File: config.mk
export PLATFORM = sky130hd
export DESIGN_NAME = toggle_event_rx
export DESIGN_NICKNAME = d
export VERILOG_FILES = /design/src/rtl/toggle_event_rx_pkg.sv /design/src/rtl/toggle_sync_detect.sv /design/src/rtl/toggle_event_rx.sv
export SDC_FILE = /design/constraint.sdc
export NUM_CORES = 1
export LEC_CHECK = 0
export ABC_AREA = 1
export BUFFER_PORTS_ARGS = -buffer_cell sky130_fd_sc_hd__clkbuf_2
export CORE_MARGIN = 2
export CORE_UTILIZATION = 57
export CTS_BUF_LIST = sky130_fd_sc_hd__clkbuf_8
export DETAILED_ROUTE_END_ITERATION = 16
export PLACE_DENSITY = 0.88
export SETUP_SLACK_MARGIN = 0.4
export SLEW_MARGIN = 20
export SYNTH_ARGS = -nofsm -noshare
export SYNTH_HDL_FRONTEND = slang
export SYNTH_SLANG_ARGS = --single-unit
File: constraint.sdc
create_clock -name clk -period 1.8 [get_ports clk]
set_input_delay 0.09 -clock clk [delete_from_list [all_inputs] [get_ports clk]]
set_output_delay 0.09 -clock clk [all_outputs]
set_load 0.01 [all_outputs]
File: src/rtl/toggle_event_rx_pkg.sv
// Shared defaults and helpers for the toggle-event receiver and the transmitter-side benches.
package toggle_event_rx_pkg;

  localparam int DEF_SYNC_STAGES = 2;
  localparam int DEF_PEND_W      = 4;
  localparam int DEF_CNT_W       = 16;
  localparam int DEF_TIMEOUT     = 100;
  localparam int DEF_PEND_MAX    = (2 ** DEF_PEND_W) - 1;

  typedef enum logic [1:0] {
    PEND_HOLD,
    PEND_INC,
    PEND_DEC,
    PEND_DROP
  } pend_op_e;

  function automatic int timer_width(input int timeout);
    return $clog2(timeout + 1);
  endfunction

  // A detect and an accept in the same cycle cancel, so a full queue never drops then.
  function automatic pend_op_e pend_op(input logic det, input logic acc, input logic full);
    if (det && !acc) return full ? PEND_DROP : PEND_INC;
    if (!det && acc) return PEND_DEC;
    return PEND_HOLD;
  endfunction

endpackage

File: src/rtl/toggle_sync_detect.sv
// Synchronises the toggle line and emits a registered one-cycle pulse per level change.
module toggle_sync_detect #(
  parameter int SYNC_STAGES = 2
) (
  input  logic clk,
  input  logic rstn,
  input  logic tog_in,
  output logic tog_det
);

  logic sync_out;
  logic prev_q, prev_d;
  logic det_q, det_d;
  logic [SYNC_STAGES:0] arm_q, arm_d;

  if (SYNC_STAGES == 0) begin : g_nosync
    assign sync_out = tog_in;
  end else begin : g_sync
    logic [SYNC_STAGES-1:0] sync_q, sync_d;
    always_comb sync_d = (sync_q << 1) | SYNC_STAGES'(tog_in);
    always_ff @(posedge clk) begin
      if (!rstn) sync_q <= '0;
      else       sync_q <= sync_d;
    end
    assign sync_out = sync_q[SYNC_STAGES-1];
  end

  // The chain restarts at 0 after reset, so detection is held off until prev
  // has been loaded with a value that really came through the synchroniser.
  always_comb begin
    arm_d  = (arm_q << 1) | {{SYNC_STAGES{1'b0}}, 1'b1};
    prev_d = sync_out;
    det_d  = arm_q[SYNC_STAGES] & (sync_out != prev_q);
  end

  always_ff @(posedge clk) begin
    if (!rstn) begin
      arm_q  <= '0;
      prev_q <= 1'b0;
      det_q  <= 1'b0;
    end else begin
      arm_q  <= arm_d;
      prev_q <= prev_d;
      det_q  <= det_d;
    end
  end

  assign tog_det = det_q;

endmodule

File: src/rtl/toggle_event_rx.sv
// Toggle-link receiver: queues detected events and hands them out over valid/ready,
// with total count, sticky overflow and idle timeout.
module toggle_event_rx
  import toggle_event_rx_pkg::*;
#(
  parameter int SYNC_STAGES = DEF_SYNC_STAGES,
  parameter int PEND_W      = DEF_PEND_W,
  parameter int CNT_W       = DEF_CNT_W,
  parameter int TIMEOUT     = DEF_TIMEOUT
) (
  input  logic              clk,
  input  logic              rstn,
  input  logic              tog_in,
  output logic              evt_valid,
  input  logic              evt_ready,
  input  logic              clr_ovf,
  output logic [PEND_W-1:0] pend_cnt,
  output logic [CNT_W-1:0]  total_cnt,
  output logic              overflow,
  output logic              idle
);

  localparam int                TMR_W    = timer_width(TIMEOUT);
  localparam logic [PEND_W-1:0] PEND_MAX = {PEND_W{1'b1}};
  localparam logic [TMR_W-1:0]  TMR_LIM  = TMR_W'(TIMEOUT);

  function automatic logic [TMR_W-1:0] timer_sat_inc(input logic [TMR_W-1:0] v);
    return (v == TMR_LIM) ? v : v + TMR_W'(1);
  endfunction

  logic              tog_det;
  logic              acc;
  pend_op_e          op;
  logic [PEND_W-1:0] pend_q, pend_d;
  logic [CNT_W-1:0]  total_q, total_d;
  logic [TMR_W-1:0]  timer_q, timer_d;
  logic              ovf_q, ovf_d;
  logic              idle_q, idle_d;

  toggle_sync_detect #(
    .SYNC_STAGES(SYNC_STAGES)
  ) u_sync_detect (
    .clk    (clk),
    .rstn   (rstn),
    .tog_in (tog_in),
    .tog_det(tog_det)
  );

  always_comb begin
    acc     = (pend_q != '0) & evt_ready;
    op      = pend_op(tog_det, acc, pend_q == PEND_MAX);
    pend_d  = pend_q;
    case (op)
      PEND_INC: pend_d = pend_q + PEND_W'(1);
      PEND_DEC: pend_d = pend_q - PEND_W'(1);
      default:  pend_d = pend_q;
    endcase
    // A drop in the same cycle as clr_ovf keeps the flag set.
    ovf_d   = (op == PEND_DROP) | (ovf_q & ~clr_ovf);
    total_d = total_q + CNT_W'(tog_det);
    if (tog_det) begin
      timer_d = '0;
      idle_d  = 1'b0;
    end else begin
      timer_d = timer_sat_inc(timer_q);
      idle_d  = (timer_d == TMR_LIM);
    end
  end

  always_ff @(posedge clk) begin
    if (!rstn) begin
      pend_q  <= '0;
      total_q <= '0;
      timer_q <= '0;
      ovf_q   <= 1'b0;
      idle_q  <= 1'b0;
    end else begin
      pend_q  <= pend_d;
      total_q <= total_d;
      timer_q <= timer_d;
      ovf_q   <= ovf_d;
      idle_q  <= idle_d;
    end
  end

  assign evt_valid = (pend_q != '0);
  assign pend_cnt  = pend_q;
  assign total_cnt = total_q;
  assign overflow  = ovf_q;
  assign idle      = idle_q;

endmodule
* Word-level counts from Yosys, hierarchy flattened *
Cells that the tools add are included.

storage, ports and cells
  word-level logic and storage cells = 46
  bits in registers = 36
  output and inout bits = 23
  bits of input ports = 5

cells by class
  add/sub/neg operators = 4
  bitwise logic cells = 7
  reductions and logical operators = 7
  equality and inequality tests = 7
  multiplexer cells = 11

operators by type and width
  kind                   count
  $add A16 B1 Y16        1
  $eq A7 B7 Y1 const B   2
  $mux W2                5
  $pmux W4 S2            1
  $add A7 B1 Y7 const B  1
  $mux W7                1
  $add A4 B1 Y4 const B  1
  $eq A2 B2 Y1 const B   2
  $eq A4 B4 Y1 const B   1
  $mux W1                4
  $reduce_bool A4 Y1     1
  $sub A4 B1 Y4 const B  1
  $and A1 B1 Y1          3
  $eq A2 B1 Y1 const B   1
  $logic_and A1 B1 Y1    2
  $logic_not A1 Y1       2
  $not A1 Y1             2
  $or A2 B1 Y2           1
  $reduce_bool A2 Y1     1
  $reduce_or A2 Y1       1
  $ne A1 B1 Y1           1
  $or A1 B1 Y1           1

* Logic depth before layout (Yosys ltp) *
Gate-level depths: netlist (run 1).

  depth after elaboration = 10
  depth in mapped cells = 13

* Hierarchy *
A second synthesis (run 1) with hierarchy kept.

second synthesis, totals
  cell total of the unflattened synthesis = 229
  area, all modules = 1,716.6 um^2

modules (own cells, without submodules)
  module              instances  sequential area each (um^2)  cells an instance  area each (um^2)
  toggle_event_rx     1          580.6                        206                1,514.0
  toggle_sync_detect  1          140.1                        23                 202.7

* Worst setup path after synthesis (run 1) *
No wires, ideal clock.

  path type = register to register
  start point = register pend_q[0] (netlist: pend_cnt[0])
  end point = register pend_q[3] (netlist: pend_cnt[3])
  required time = 1.687 ns
  cell stages (with the launch flop) = 14
  arrival = 1.603 ns
  path slack = 0.084 ns
  clock period less this slack = 1.716 ns
  library setup time = 0.113 ns
  cells stage by stage = dfxtp_1 > nor2_1 > nand2_1 > nand3_2 > inv_1 > ha_1 > nand3_1 > nand3_1 > inv_1 > nand2_1 > nand2_1 > nor2_1 > nor2_1 > nor2_1

on the way
  word-level cells in the longest chain between the ends = 9
  elaborated cells between the ends (all ways) = 20

RTL lines
  item                                                      line                       source
  from (decl)                                               toggle_event_rx.sv:34      logic [PEND_W-1:0] pend_q, pend_d;
  from (signal assigned)                                    toggle_event_rx.sv:78      pend_q <= pend_d;
  $reduce_bool A4 Y1 (*)                                    -
  net evt_valid                                             toggle_event_rx.sv:14      output logic evt_valid,
  $and A1 B1 Y1 (*)                                         toggle_event_rx.sv:50      acc = (pend_q != '0) & evt_ready;
  $logic_and A1 B1 Y1                                       toggle_event_rx_pkg.sv:24  if (!det && acc) return PEND_DEC;
  $mux W1 (2 in a row)                                      toggle_event_rx_pkg.sv:24
  $mux W2                                                   toggle_event_rx_pkg.sv:25  return PEND_HOLD;
  $mux W2 (*)                                               toggle_event_rx_pkg.sv:24
  $eq A2 B2 Y1 / $eq A2 B1 Y1 (equally long branches)       toggle_event_rx.sv:53      case (op)
  $pmux W4 S2 / $reduce_bool A2 Y1 (equally long branches)  -

Mark *: on every way through the listed nets, which the timed path passes. The rest lies on a longest branch. The select of a mux whose other input is x is not followed.
A chain may end at the register's enable or synchronous reset.

* Worst setup path in the final report (run 1) *
  start point = register u_sync_detect.det_q (netlist: u_sync_detect.tog_det)
  end point = register total_q[12] (netlist: total_cnt[12])

on the way
  word-level cells in the longest chain between the ends = 1

RTL lines
  item                    line                      source
  from (decl)             toggle_sync_detect.sv:13  logic det_q, det_d;
  from (signal assigned)  toggle_sync_detect.sv:44  det_q <= det_d;
  $add A16 B1 Y16         toggle_event_rx.sv:60     total_d = total_q + CNT_W'(tog_det);
  to (signal assigned)    toggle_event_rx.sv:79     total_q <= total_d;
  to (decl)               toggle_event_rx.sv:35     logic [CNT_W-1:0] total_q, total_d;

Every way passes these cells.

==> flow_summary.json, run 1 <==
{
  "outcome": "complete, no violations",
  "grt_antenna_before_repair": 0,
  "peak_supply_drop_mv": 0.9049,
  "synthTopCellsByArea": "dfxtp_1, nand2_1, nor2_1",
  "p_leak_uw": 0.001107,
  "rsz0062_at_grt": "true",
  "post-route-period-util_pct": 97.94,
  "clock_sinks": 36,
  "cts-root-buf": "clkbuf_8",
  "diodes": 0,
  "antenna_left": 0,
  "slew_viol_final": 0,
  "cp_max_fo": 3,
  "setup_viol_count_final": 0,
  "gpl.final_weighted_congestion": 0.7937,
  "fin_area_mm2": 0.002484,
  "remaining_drc_errors": 0,
  "synth.yosys.seq_area_share_pct": 43.34,
  "clock_path_buffers": 2,
  "vias_per_cell": 6.031,
  "finalSetupTns_ns": 0,
  "globalRouteOverflowTotal": 0,
  "mappedNetlistNets": 239,
  "cts_htree_levels": 2,
  "avg_inst_size_synth_um2": 7.358,
  "final_net_count": 300,
  "dieWidth_um": 58.01,
  "cts_tree": "built",
  "detailed_place.area_mm2": 0.001937,
  "timing.fmax_mhz": 567.3,
  "period_minus_slack_ns": 1.763,
  "synth.top_cell.area_share_pct": 43.34,
  "std_cell_rows": 19,
  "synth_enable_flop_cells": 0,
  "data_arrival_critical_path_ns": 1.96,
  "grt_use_total_pct": 29.35,
  "drive_above_1_share_pct": 44.10,
  "hold_ws_ns": 0.1677,
  "power_density_mw_per_mm2": 911.0,
  "io_buffers": 27,
  "yosysWarningCount": 0,
  "max_cap_violations": 0,
  "core_area_mm2": 0.002758,
  "drt_iter0_drc": 231,
  "synth_largest_area_cell": "dfxtp_1",
  "finalHoldViolCount": 0,
  "grt_start_max_net_pins": 23,
  "die-height_um": 58.01,
  "first_global_vias": 1746,
  "start_util_pct": 60.30,
  "yosys.cell_types.count": 24,
  "detailroute.via_count": 1924,
  "drt_pass1_iterations": 5,
  "numCtsBuffers": 5,
  "ys.flop_type": "dfxtp_1",
  "syn-instance-count": 226,
  "synth_most_common_cell": "nand2_1",
  "slew_headroom_pct": 76.68,
  "drt_wl_total_um": 5825,
  "wl_per_cell_um": 18.26,
  "worst_setup_hold_path_clk_slew_ns": 0.07,
  "finish.utilization_pct": 90.06,
  "critPathRequiredTime_ns": 2.00,
  "design.die.area_mm2": 0.003365,
  "setup.worst_path.end_class": "flip-flop",
  "hpwlAfterDp_um": 2550,
  "worst-setup-path-type": "flip-flop to flip-flop",
  "fin_skew_ns": 0.003834,
  "synthArstFlopShare_pct": 0,
  "worst_slew_pin_slew_ns": 0.3494,
  "startpoint_type": "flip-flop",
  "postSynthRegisterBits": 36,
  "grt_pass1_wl_um": 7500,
  "clock_insertion_delay_worst_skew_ns": 0.30,
  "worst_slack_ns": 0.03715,
  "top_level_ports": 28,
  "placement.setup.worst_slack_ns": 0.03262,
  "hold_path.class": "input port to flip-flop",
  "most_used_standard_cells_in_the_synthesized_netlist": "nand2_1, nor2_1, dfxtp_1",
  "area_growth_pct": 49.36,
  "syn-cell-area_mm2": 0.001663
}
==> kinds of logic after synthesis <==
logic type	synth area share, %
adders and majority gates	6.471
AOI/OAI and AO/OA	9.331
and+or+nand+nor	29.65
buffers and inverters	8.578
DFF	43.34
xor gates and xnor gates	2.634
==> cell type report <==
class | count | area, um^2
clock buffer | 6 | 82.58
clock inverter | 2 | 10.01
fill | 115 | 274.0
inverter | 36 | 137.6
multi-input combinational | 152 | 1099
sequential | 36 | 745.7
tap | 31 | 38.79
timing repair buffer | 56 | 370.4
==> sequential cells by signal, summed over array words and instances (netlist names) <==
| name | count |
|---|---|
| total_cnt | 16 |
| u_sync_detect.prev_q | 1 |
| pend_cnt | 4 |
| idle | 1 |
| timer_q | 7 |
| u_sync_detect.g_sync.sync_q | 2 |
| overflow | 1 |
| u_sync_detect.arm_q | 3 |
| u_sync_detect.tog_det | 1 |
==> cells in the final DEF, fill, tap and decap left out, drive strengths merged <==
cell,instances
nand2,41
nor2,40
inv,36
dfxtp,36
clkbuf,33
buf,28
a21oi,16
nand3,15
o21ai,12
nand4,8
ha,7
xor2,3
nor3,3
xnor2,2
clkinv,2
or2,2
o211ai,1
o21a,1
fa,1
dlygate4sd3,1
==> final timing paths <==
check	start	endpoint	slack, ns	cells past startpoint
hold reg to reg	u_sync_detect.g_sync.sync_q[0]	u_sync_detect.g_sync.sync_q[1]	0.43	2
setup / recovery	u_sync_detect.tog_det	total_cnt[12]	0.04	11
setup reg to reg	u_sync_detect.tog_det	total_cnt[12]	0.04	11
hold / removal	clr_ovf	overflow	0.17	4
==> layer usage <==
layer | up-vias | GRT usage (%) | part of all wire, %
met3 | 44 | 8.482 | 8.4
met1 | 891 | 33.19 | 37
met5 | - | 0 | 0
met4 | 0 | 16.61 | 6.2
met2 | 145 | 49.35 | 49
li1 | 844 | - | -
==> per-stage QoR <==
step / power, uW / std cells
final: 2263 / 319
after global routing: 2380 / 319
after CTS: 2105 / 305
after detailed placement: 1413 / 283
after global placement: 1373 / 283
after floorplan: 1277 / 226
==> power by group <==
| part | leakage (uW) | internal (uW) | switching [uW] | total [uW] |
|---|---|---|---|---|
| clock | 0.0000510 | 305 | 303 | 608 |
| combinational | 0.000758 | 347 | 410 | 757 |
| sequential | 0.000297 | 847 | 49.9 | 897 |
| total | 0.00111 | 1500 | 763 | 2260 |
==> repair_timing <==
| item | 4_1_cts | 5_1_grt |
|---|---|---|
| pin swaps | 11 | 30 |
| buffers inserted | 13 | 14 |
| resized for setup | 13 | 55 |
| endpoints found under the hold margin | 1 | 0 |
| endpoints found under the setup margin | 9 | 18 |
| hold buffers | 1 | 0 |
| cloned | 0 | 0 |
==> worst max-delay path, cell delays in order (launching register included) <==
cell	delay [ns]
dfxtp_2	0.35
buf_4	0.10
buf_4	0.10
ha_4	0.15
ha_4	0.16
nand2_4	0.07
nor2_4	0.16
nand4_1	0.21
nor2_2	0.19
nand2_1	0.07
nand2_1	0.06
nor2_1	0.04
Note: power is estimated with default switching activity, not from simulation.
==> inputs of run 2 (changes only) <==
ABC_AREA = default   (was 1)
PLACE_DENSITY = 0.87   (was 0.88)
==> flow_summary.json, run 2 <==
{
  "clock_path_buffers": 2,
  "setup.worst_path.end_class": "flip-flop",
  "yosys.cell_types.count": 38,
  "detailroute.via_count": 1524,
  "largest_register_ffs": 16,
  "io_buffers": 27,
  "slew_viol_final": 0,
  "synth_enable_flop_cells": 0,
  "setup_viol_count_final": 4,
  "fin_area_mm2": 0.002332,
  "synthArstFlopShare_pct": 0,
  "violations": "negative setup slack",
  "hpwlAfterDp_um": 2570,
  "grt_pass1_wl_um": 6651,
  "antenna_left": 0,
  "total_power_uw": 2327,
  "diodes": 0,
  "layout_common_cells": "clkbuf_2, nor2_1, dfxtp_1",
  "hold_buffers": 0,
  "outcome": "finished with violations",
  "grt_use_total_pct": 26.15,
  "hold_path.class": "input port to flip-flop",
  "ys.flop_type": "dfxtp_1",
  "worstPathBufferInverterCount": 1,
  "globalRouteOverflowTotal": 0,
  "postSynthRegisterBits": 36,
  "std_cell_rows": 19,
  "clock_sinks": 36,
  "power_dissipated_by_switching_net_loads_uw": 781.9,
  "cp_slowest_cell": "or4_4",
  "p_leak_uw": 0.0009628,
  "rsz0062_at_grt": "true",
  "layout_commonest_cell": "clkbuf_2",
  "syn-instance-count": 176,
  "slew_headroom_pct": 68.91,
  "drt_wl_total_um": 4517,
  "finalHoldViolCount": 0,
  "mappedNetlistNets": 189,
  "worst_slew_pin_slew_ns": 0.4635,
  "worst-setup-path-type": "flip-flop to flip-flop",
  "drive_above_1_share_pct": 48.28,
  "drt_pass1_iterations": 4,
  "synth_largest_area_cell": "dfxtp_1",
  "worst_slack_ns": -0.3050,
  "cts_tree": "built",
  "max_cap_violations": 0,
  "synth.top_cell.area_share_pct": 44.62,
  "most_used_standard_cells_in_the_synthesized_netlist": "dfxtp_1, nor2_1, xor2_1",
  "crit_path_cell_trace": "or4_4 -> nand2_4 -> inv_4 -> ha_4 -> a21oi_4 -> and2_4 -> a211oi_2 -> a311oi_2",
  "internal_power_uw": 1545,
  "peak_supply_drop_mv": 1.179,
  "fin_skew_ns": 0.008638,
  "cp_max_fo": 3,
  "clock_insertion_delay_worst_skew_ns": 0.30,
  "post-route-period-util_pct": 116.9,
  "core_area_mm2": 0.002734,
  "detailed_place.area_mm2": 0.001963,
  "critPathRequiredTime_ns": 1.99,
  "grt_antenna_before_repair": 0,
  "remaining_drc_errors": 0,
  "finalSetupTns_ns": -0.9065,
  "wl_per_cell_um": 17.17,
  "period_minus_slack_ns": 2.105,
  "die-height_um": 57.24,
  "area_growth_pct": 44.38,
  "numCtsBuffers": 5,
  "avg_inst_size_synth_um2": 9.178,
  "synthTopCellsByArea": "dfxtp_1, xor2_1, nor2_1",
  "syn-cell-area_mm2": 0.001615,
  "worst_setup_hold_path_clk_slew_ns": 0.06,
  "fillers": 137,
  "critPathTopFamily": "simple AND/OR/NAND/NOR gates",
  "first_global_vias": 1455,
  "seq_power_share_pct": 37.4,
  "top_level_ports": 28,
  "critical-path-max-stage-delay_ns": 0.56,
  "cts_htree_levels": 2,
  "timing.fmax_mhz": 475.1,
  "cts-root-buf": "clkbuf_8",
  "gpl.final_weighted_congestion": 0.8604,
  "r2r_slack_ns": -0.30,
  "power_frac_comb_pct": 39.2,
  "start_util_pct": 59.08,
  "dieWidth_um": 57.24,
  "synth_most_common_cell": "dfxtp_1",
  "final_net_count": 244,
  "data_arrival_critical_path_ns": 2.30,
  "netSwitchingFraction_pct": 33.60,
  "finish.utilization_pct": 85.31,
  "startpoint_type": "flip-flop",
  "yosysWarningCount": 0,
  "vias_per_cell": 5.795,
  "power_density_mw_per_mm2": 997.8,
  "grt_start_max_net_pins": 18,
  "drt_iter0_drc": 92,
  "design.die.area_mm2": 0.003276,
  "synth.yosys.seq_area_share_pct": 44.62,
  "p_clk_share_pct": 23.3
}
-- run 2: layout make-up --
| type | instances | area [um^2] | share of cell area, % |
|---|---|---|---|
| Timing Repair Buffer | 52 | 337.8 | 14.48 |
| Clock inverter | 3 | 12.51 | 0.5365 |
| Tap cell | 31 | 38.79 | 1.663 |
| Multi-Input combinational cell | 127 | 1087 | 46.62 |
| Sequential cell | 36 | 748.2 | 32.08 |
| Inverter | 9 | 38.79 | 1.663 |
| Clock buffer | 5 | 68.82 | 2.951 |
-- run 2: power by group through the flow --
stage                     combinational [uW]  clock [uW]  sequential (uW)
after global routing                     968         584              873
after detailed placement                 647           0              879
final                                    913         543              871
after CTS                                717         547              864
after global placement                   600           0              875
after floorplan                          395           0              914
-- run 2: stage by stage --
step	std cells	setup slack (ns)	hold WS (ns)
3_3_place_gp	241	-0.1591	0.2987
4_1_cts	253	-0.2090	0.008355
6_report	263	-0.3050	0.003612
2_1_floorplan	176	-0.2603	0.1177
3_5_place_dp	241	-0.2408	0.3058
5_1_grt	263	-0.3881	0.02262
-- run 2: cell families (layout without fill, tap and decap cells) --
kind of cell	count (synthesis)	after routing	share of synthesized area [%]
buffers and inverters	13	69	3.176
XOR/XNOR	19	19	10.30
AO/OA/AOI/OAI	24	24	9.527
flip-flops	36	36	44.62
adder cells (fa/ha/maj)	8	8	6.661
AND/OR/NAND/NOR	74	74	24.48
multiplexers	2	2	1.239
-- run 2: layer usage --
layer  wire, um  track usage [%]
met2       2340            45.16
met4        151            12.29
met3        224            5.896
met1       1801            30.67
met5          0                0
-- run 2: final timing paths --
path | from | to | depth (start not counted)
setup / recovery | pend_cnt[3] | pend_cnt[3] | 8
hold / removal | tog_in | u_sync_detect.g_sync.sync_q[0] | 2
setup reg to reg | pend_cnt[3] | pend_cnt[3] | 8
hold reg to reg | u_sync_detect.arm_q[1] | u_sync_detect.arm_q[2] | 1
-- run 2: repair_timing --
action | CTS | global route
pin swaps | 9 | 14
buffers inserted | 4 | 10
endpoints found under the setup margin | 12 | 14
resized for setup | 21 | 18
